===== src/rtl/reg_wb_pipe.sv =====
// reg_wb_pipe: MEM/WB pipeline stage with a valid/ready handshake, a 2-entry
// skid buffer (output register + one skid register), synchronous flush and
// load-data formatting (lane select plus sign/zero extension) ahead of the
// output register.
// Optional build macro: WB_RETIRE_CNT_EN adds a 32-bit retire_count output
// counting emitted beats that write a register.
module reg_wb_pipe #(
   parameter int unsigned DATA_W             = 32,
   parameter int unsigned ADDR_W             = 5,
   parameter int unsigned ZERO_REG_HARDWIRED = 1,
   localparam int unsigned OFF_W             = $clog2(DATA_W / 8)
) (
   input  logic              clk,
   input  logic              rst,
   input  logic              flush,
   input  logic              in_valid,
   output logic              in_ready,
   input  logic [DATA_W-1:0] alu_result_in,
   input  logic [DATA_W-1:0] mem_rd_in,
   input  logic [DATA_W-1:0] link_in,
   input  logic [1:0]        wb_sel_in,
   input  logic [1:0]        ld_size_in,
   input  logic              ld_signed_in,
   input  logic [OFF_W-1:0]  byte_off_in,
   input  logic [ADDR_W-1:0] write_reg_addr_in,
   input  logic              reg_write_in,
   input  logic              out_ready,
   output logic              out_valid,
   output logic [DATA_W-1:0] write_back_data,
   output logic [ADDR_W-1:0] write_reg_addr,
   output logic              reg_write
`ifdef WB_RETIRE_CNT_EN
   ,
   output logic [31:0]       retire_count
`endif
);

   localparam logic [DATA_W-1:0] ONES = '1;

   typedef enum logic [1:0] {
      ST_EMPTY,
      ST_ONE,
      ST_TWO
   } state_t;

   state_t              state_q;
   logic                out_valid_q;
   logic                in_ready_q;
   logic [DATA_W-1:0]   data_q;
   logic [ADDR_W-1:0]   addr_q;
   logic                wen_q;
   logic [DATA_W-1:0]   skid_data_q;
   logic [ADDR_W-1:0]   skid_addr_q;
   logic                skid_wen_q;

   logic [1:0]          eff_size;
   logic [OFF_W-1:0]    aligned_off;
   logic [DATA_W-1:0]   lane;
   logic [DATA_W-1:0]   ext_mask;
   logic                sign_bit;
   logic [DATA_W-1:0]   ld_fmt;
   logic [DATA_W-1:0]   wb_data_d;
   logic                wen_d;
   logic                accept;
   logic                emit;

   assign accept = in_valid & in_ready_q;
   assign emit   = out_valid_q & out_ready;

   // Effective load size and naturally-aligned byte offset of the lane
   always_comb begin
      eff_size = ld_size_in;
      if (DATA_W == 32 && ld_size_in == 2'd3) begin
         eff_size = 2'd2;
      end
      case (eff_size)
         2'd0:    aligned_off = byte_off_in;
         2'd1:    aligned_off = byte_off_in & ~OFF_W'(1);
         2'd2:    aligned_off = byte_off_in & ~OFF_W'(3);
         default: aligned_off = '0;
      endcase
   end

   assign lane = mem_rd_in >> {aligned_off, 3'b000};

   // Sub-word extension: keep the low lane bits, fill the rest with the sign
   // bit or zero; a full-width lane gets an all-ones mask and passes through
   always_comb begin
      case (eff_size)
         2'd0: begin
            ext_mask = ONES >> (DATA_W - 8);
            sign_bit = lane[7];
         end
         2'd1: begin
            ext_mask = ONES >> (DATA_W - 16);
            sign_bit = lane[15];
         end
         2'd2: begin
            ext_mask = ONES >> (DATA_W - 32);
            sign_bit = lane[31];
         end
         default: begin
            ext_mask = ONES;
            sign_bit = lane[DATA_W-1];
         end
      endcase
      ld_fmt = (lane & ext_mask) | ({DATA_W{ld_signed_in & sign_bit}} & ~ext_mask);
   end

   // Write-back source select and write-enable qualification for the new beat
   always_comb begin
      case (wb_sel_in)
         2'd1:    wb_data_d = ld_fmt;
         2'd2:    wb_data_d = link_in;
         default: wb_data_d = alu_result_in;
      endcase
      wen_d = reg_write_in &
              !((ZERO_REG_HARDWIRED != 0) && (write_reg_addr_in == '0));
   end

   // Handshake FSM with output register and skid register
   always_ff @(posedge clk or posedge rst) begin
      if (rst) begin
         state_q     <= ST_EMPTY;
         out_valid_q <= 1'b0;
         in_ready_q  <= 1'b1;
         data_q      <= '0;
         addr_q      <= '0;
         wen_q       <= 1'b0;
         skid_data_q <= '0;
         skid_addr_q <= '0;
         skid_wen_q  <= 1'b0;
      end else if (flush) begin
         state_q     <= ST_EMPTY;
         out_valid_q <= 1'b0;
         in_ready_q  <= 1'b1;
      end else begin
         case (state_q)
            ST_EMPTY: begin
               if (accept) begin
                  data_q      <= wb_data_d;
                  addr_q      <= write_reg_addr_in;
                  wen_q       <= wen_d;
                  out_valid_q <= 1'b1;
                  state_q     <= ST_ONE;
               end
            end
            ST_ONE: begin
               if (accept && emit) begin
                  data_q <= wb_data_d;
                  addr_q <= write_reg_addr_in;
                  wen_q  <= wen_d;
               end else if (accept) begin
                  skid_data_q <= wb_data_d;
                  skid_addr_q <= write_reg_addr_in;
                  skid_wen_q  <= wen_d;
                  in_ready_q  <= 1'b0;
                  state_q     <= ST_TWO;
               end else if (emit) begin
                  out_valid_q <= 1'b0;
                  state_q     <= ST_EMPTY;
               end
            end
            ST_TWO: begin
               if (emit) begin
                  data_q     <= skid_data_q;
                  addr_q     <= skid_addr_q;
                  wen_q      <= skid_wen_q;
                  in_ready_q <= 1'b1;
                  state_q    <= ST_ONE;
               end
            end
            default: begin
               state_q     <= ST_EMPTY;
               out_valid_q <= 1'b0;
               in_ready_q  <= 1'b1;
            end
         endcase
      end
   end

   assign in_ready        = in_ready_q;
   assign out_valid       = out_valid_q;
   assign write_back_data = data_q;
   assign write_reg_addr  = addr_q;
   assign reg_write       = out_valid_q & wen_q;

`ifdef WB_RETIRE_CNT_EN
   logic [31:0] retire_q;

   // Count emitted register-writing beats; a beat at a flush edge is dropped
   always_ff @(posedge clk or posedge rst) begin
      if (rst) begin
         retire_q <= '0;
      end else if (!flush && emit && wen_q) begin
         retire_q <= retire_q + 32'd1;
      end
   end

   assign retire_count = retire_q;
`endif

endmodule

===== config.mk =====
export PLATFORM = sky130hd
export DESIGN_NAME = reg_wb_pipe
export DESIGN_NICKNAME = d
export VERILOG_FILES = /design/src/rtl/reg_wb_pipe.sv
export SDC_FILE = /design/constraint.sdc
export NUM_CORES = 1
export LEC_CHECK = 0
export ABC_CLOCK_PERIOD_IN_PS = 6500
export BUFFER_PORTS_ARGS = -buffer_cell sky130_fd_sc_hd__buf_4
export CAP_MARGIN = 40
export CELL_PAD_IN_SITES_DETAIL_PLACEMENT = 0
export CELL_PAD_IN_SITES_GLOBAL_PLACEMENT = 1
export CORE_AREA = 2 2 126 128
export CTS_CLUSTER_DIAMETER = 40
export DETAILED_ROUTE_END_ITERATION = 12
export DIE_AREA = 0 0 128 130
export GPL_TIMING_DRIVEN = 1
export PLACE_DENSITY = 0.69
export SYNTH_ARGS = -nofsm -noshare
export SYNTH_HDL_FRONTEND = slang
export SYNTH_SLANG_ARGS = --single-unit

===== constraint.sdc =====
create_clock -name clk -period 6.5 [get_ports clk]
set_input_delay 0.975 -clock clk [delete_from_list [all_inputs] [get_ports clk]]
set_output_delay 0.975 -clock clk [all_outputs]
set_load 0.005 [all_outputs]

==> metrics.txt <==
clock sinks=80; Mapped Cells=501; RSZ-0062 raised after global routing=false; min cycle time layout=3110 ps; Die Span Y=130 um; status=complete, no violations; most common cell in the netlist=dfrtp_1; CP max stage cell=and3_1; worst setup margin=3390 ps; Root Driver=clkbuf_16; synthesis-to-finish area growth=36.7%; Post-synth EDFFs=0; type of the worst setup path=in2reg; Setup Buffers After CTS=0; sequential power share=41.1%; maxcap violations=0; worst min path class=reg2reg; DRT Pass-1 Iters=4; crit end category=flop; Worst Setup SP=wb_sel_in[0]; Clock Power Share=27.5%; Total Power Consumption=2.09 mW; Clock Tree Buf Depth=2; Synth area leaders=dfrtp_1 44%, nor2_1 5.0%, nand2_1 4.4%, o21ai_0 4.3%, a22oi_1 3.8%; Achievable Freq=322 MHz; setup TNS=0 ps; Final nets=748; first-pass GRT wire length=25.4 mm; worst skew pair latency=330 ps; synthesized flop and latch total=80; ANT nets after route=0; Ports=154; WP data required=6740 ps; CP Cell Sequence=buf_4 -> inv_1 -> ha_1 -> nand2b_1 -> a2111oi_2 -> and3_1 -> a211oi_1 -> o22ai_1; max-slew violations=0; type of origin of the critical path=input port; Initial Util=29.2%; R2R cell count=6; worst setup path endpoint=write_back_data[30]; maximum vdd drop=0.106 mV; Syn. warnings=0; Avg Cell Area, Syn=9.00 sq um; Switching Share=30.9%; Core Util, Final=40.0%; pre-CTS setup slack=3050 ps; FILL cells=1579; crit-path max FO=19; die width=128 um; Async SR Flop Fraction=100%; post_cts resized=0; GRT overflow=0; routed vias=4501; Layout Skew=3.63 ps; Core Rows=46; H-tree Lvls=3; vias in the first global route=4440; internal power=1.44 mW; TritonCTS buffer count=9; Final period util=47.8%; P_sw=0.646 mW; Mapped Nets=617; Via density=5.43; Worst Tran Pin Value=861 ps; hold buffer count at cts=0; post-synth cell types=50; initial antenna violation count=0; CTS tree=yes; Post-DP HPWL=12.1 mm; routed wire length per instance=19.6 um; r2r endpoint=write_back_data[31]; Setup violations, final=0; Synth top area share=43.8%; Tot GR Track Use=19.8%; DRT iter0 DRCs=314; R2R Path Start=in_ready; FF/Latch Area=2000 sq um; Buffers on Ports=153; routability cong.=0.928; final-report hold violation count=0; Core ar.=15400 sq um; area of the multi-input gates=2280 sq um; synthesized area=4510 sq um; CP peak stage delay=770 ps; Slew HR=42.6%; minimum setup slack among reg-to-reg paths=4480 ps; share of cells above drive strength 1=33.1%; Reg clk slew, reported paths=60 ps; PD cells=339 nW/um^2; largest net degree at the start of global routing=67; most frequent cells after synthesis=79 x dfrtp_1, 60 x nor2_1, 53 x nand2_1; Most used DFF post-synth=dfrtp_1; # DRC=0; CP Data Arrival Time=3350 ps; Diodes inserted=0; leakage power=2.82 nW; Seq/Total Area, Yosys=44.4%; Comb pwr share=31.5%; Post-Route WL=16.3 mm; Die ar.=16600 sq um; leading area contributor after synthesis=dfrtp_1
-- layout make-up --
type                            instances  area share, %
Sequential cell                        80           32.5
Timing Repair Buffer                  163           20.6
Clock inverter                          7           1.79
Multi-Input combinational cell        368           36.9
Tap cell                              192           3.90
Clock buffer                            9           3.65
Inverter                               10          0.629
-- worst max-delay path, delay by kind of cell --
kind,cells,cell delay (ps)
compound gates,3,600
fa+ha+maj,1,530
buf+inv,2,120
simple gates,2,1110
-- power groups by stage --
| stage | Clock, mW | Sequential, mW | Combinational, mW |
|---|---|---|---|
| after floorplan | 0 | 0.841 | 0.331 |
| after global placement | 0 | 0.855 | 0.643 |
| after detailed placement | 0 | 0.866 | 0.665 |
| after CTS | 0.587 | 0.859 | 0.665 |
| after global routing | 0.608 | 0.889 | 0.733 |
| final | 0.573 | 0.858 | 0.657 |
-- per-stage QoR --
step                cells  hold WS (ps)  cell area [sq um]
floorplan             501           442               4510
global placement      808           456               5740
detailed placement    813           464               5830
CTS                   829           478               6160
global route          829           507               6160
finish                829           474               6160
-- per-layer routing --
metal / routed length [um] / global-route usage [%]
met1: 7440 / 27.7
met2: 7570 / 31.8
met3: 974 / 3.44
met4: 283 / 5.37
met5: 0 / 0
-- logic make-up (layout without fill, tap and decap cells) --
group                    after synthesis  after routing  share of synthesized area [%]
AO/OA/AOI/OAI                        192            192                           29.2
AND/OR/NAND/NOR                      147            147                           14.1
flip-flops                            80             80                           44.4
buffers and inverters                 53            189                           5.30
multiplexers                          27             27                           6.38
adder cells (fa/ha/maj)                2              2                          0.555
-- cells in the final DEF (no fill, tap or decap), types with 2 or more instances in the layout --
cell	n
buf_4	159
dfrtp_1	79
nor2_1	59
nand2_1	53
o21ai_0	39
a21oi_1	29
a22oi_1	23
mux2i_1	15
o22ai_1	15
a211oi_1	13
mux2_2	11
a31oi_1	10
a211oi_2	10
o21ai_1	10
inv_1	9
clkbuf_16	9
a22o_1	8
nor3_1	8
o21bai_1	7
o311a_1	7
o221ai_1	6
nand2b_1	5
clkinv_2	5
nand3_1	4
nor2b_1	3
and3_1	3
and2_1	3
bufinv_16	3
nand3b_1	2
a21o_1	2
o2111ai_1	2
o211ai_1	2
ha_1	2
buf_8	2
-- flip-flops by register name (all words and copies together), names as in the netlist --
signal           cells
write_reg_addr       5
state_q              2
out_valid            1
skid_addr_q          5
skid_wen_q           1
wen_q                1
in_ready             1
skid_data_q         32
write_back_data     32
-- worst min path at each step --
stage	startpoint	to	slack, ps	cells past startpoint
floorplan	wen_q	wen_q	440	2
global placement	skid_data_q[0]	skid_data_q[0]	460	2
detailed placement	skid_data_q[0]	skid_data_q[0]	460	2
CTS	skid_data_q[0]	skid_data_q[0]	480	2
global route	skid_data_q[6]	skid_data_q[6]	510	1
finish	wen_q	wen_q	470	2
Note: power is estimated with default switching activity, not from simulation.
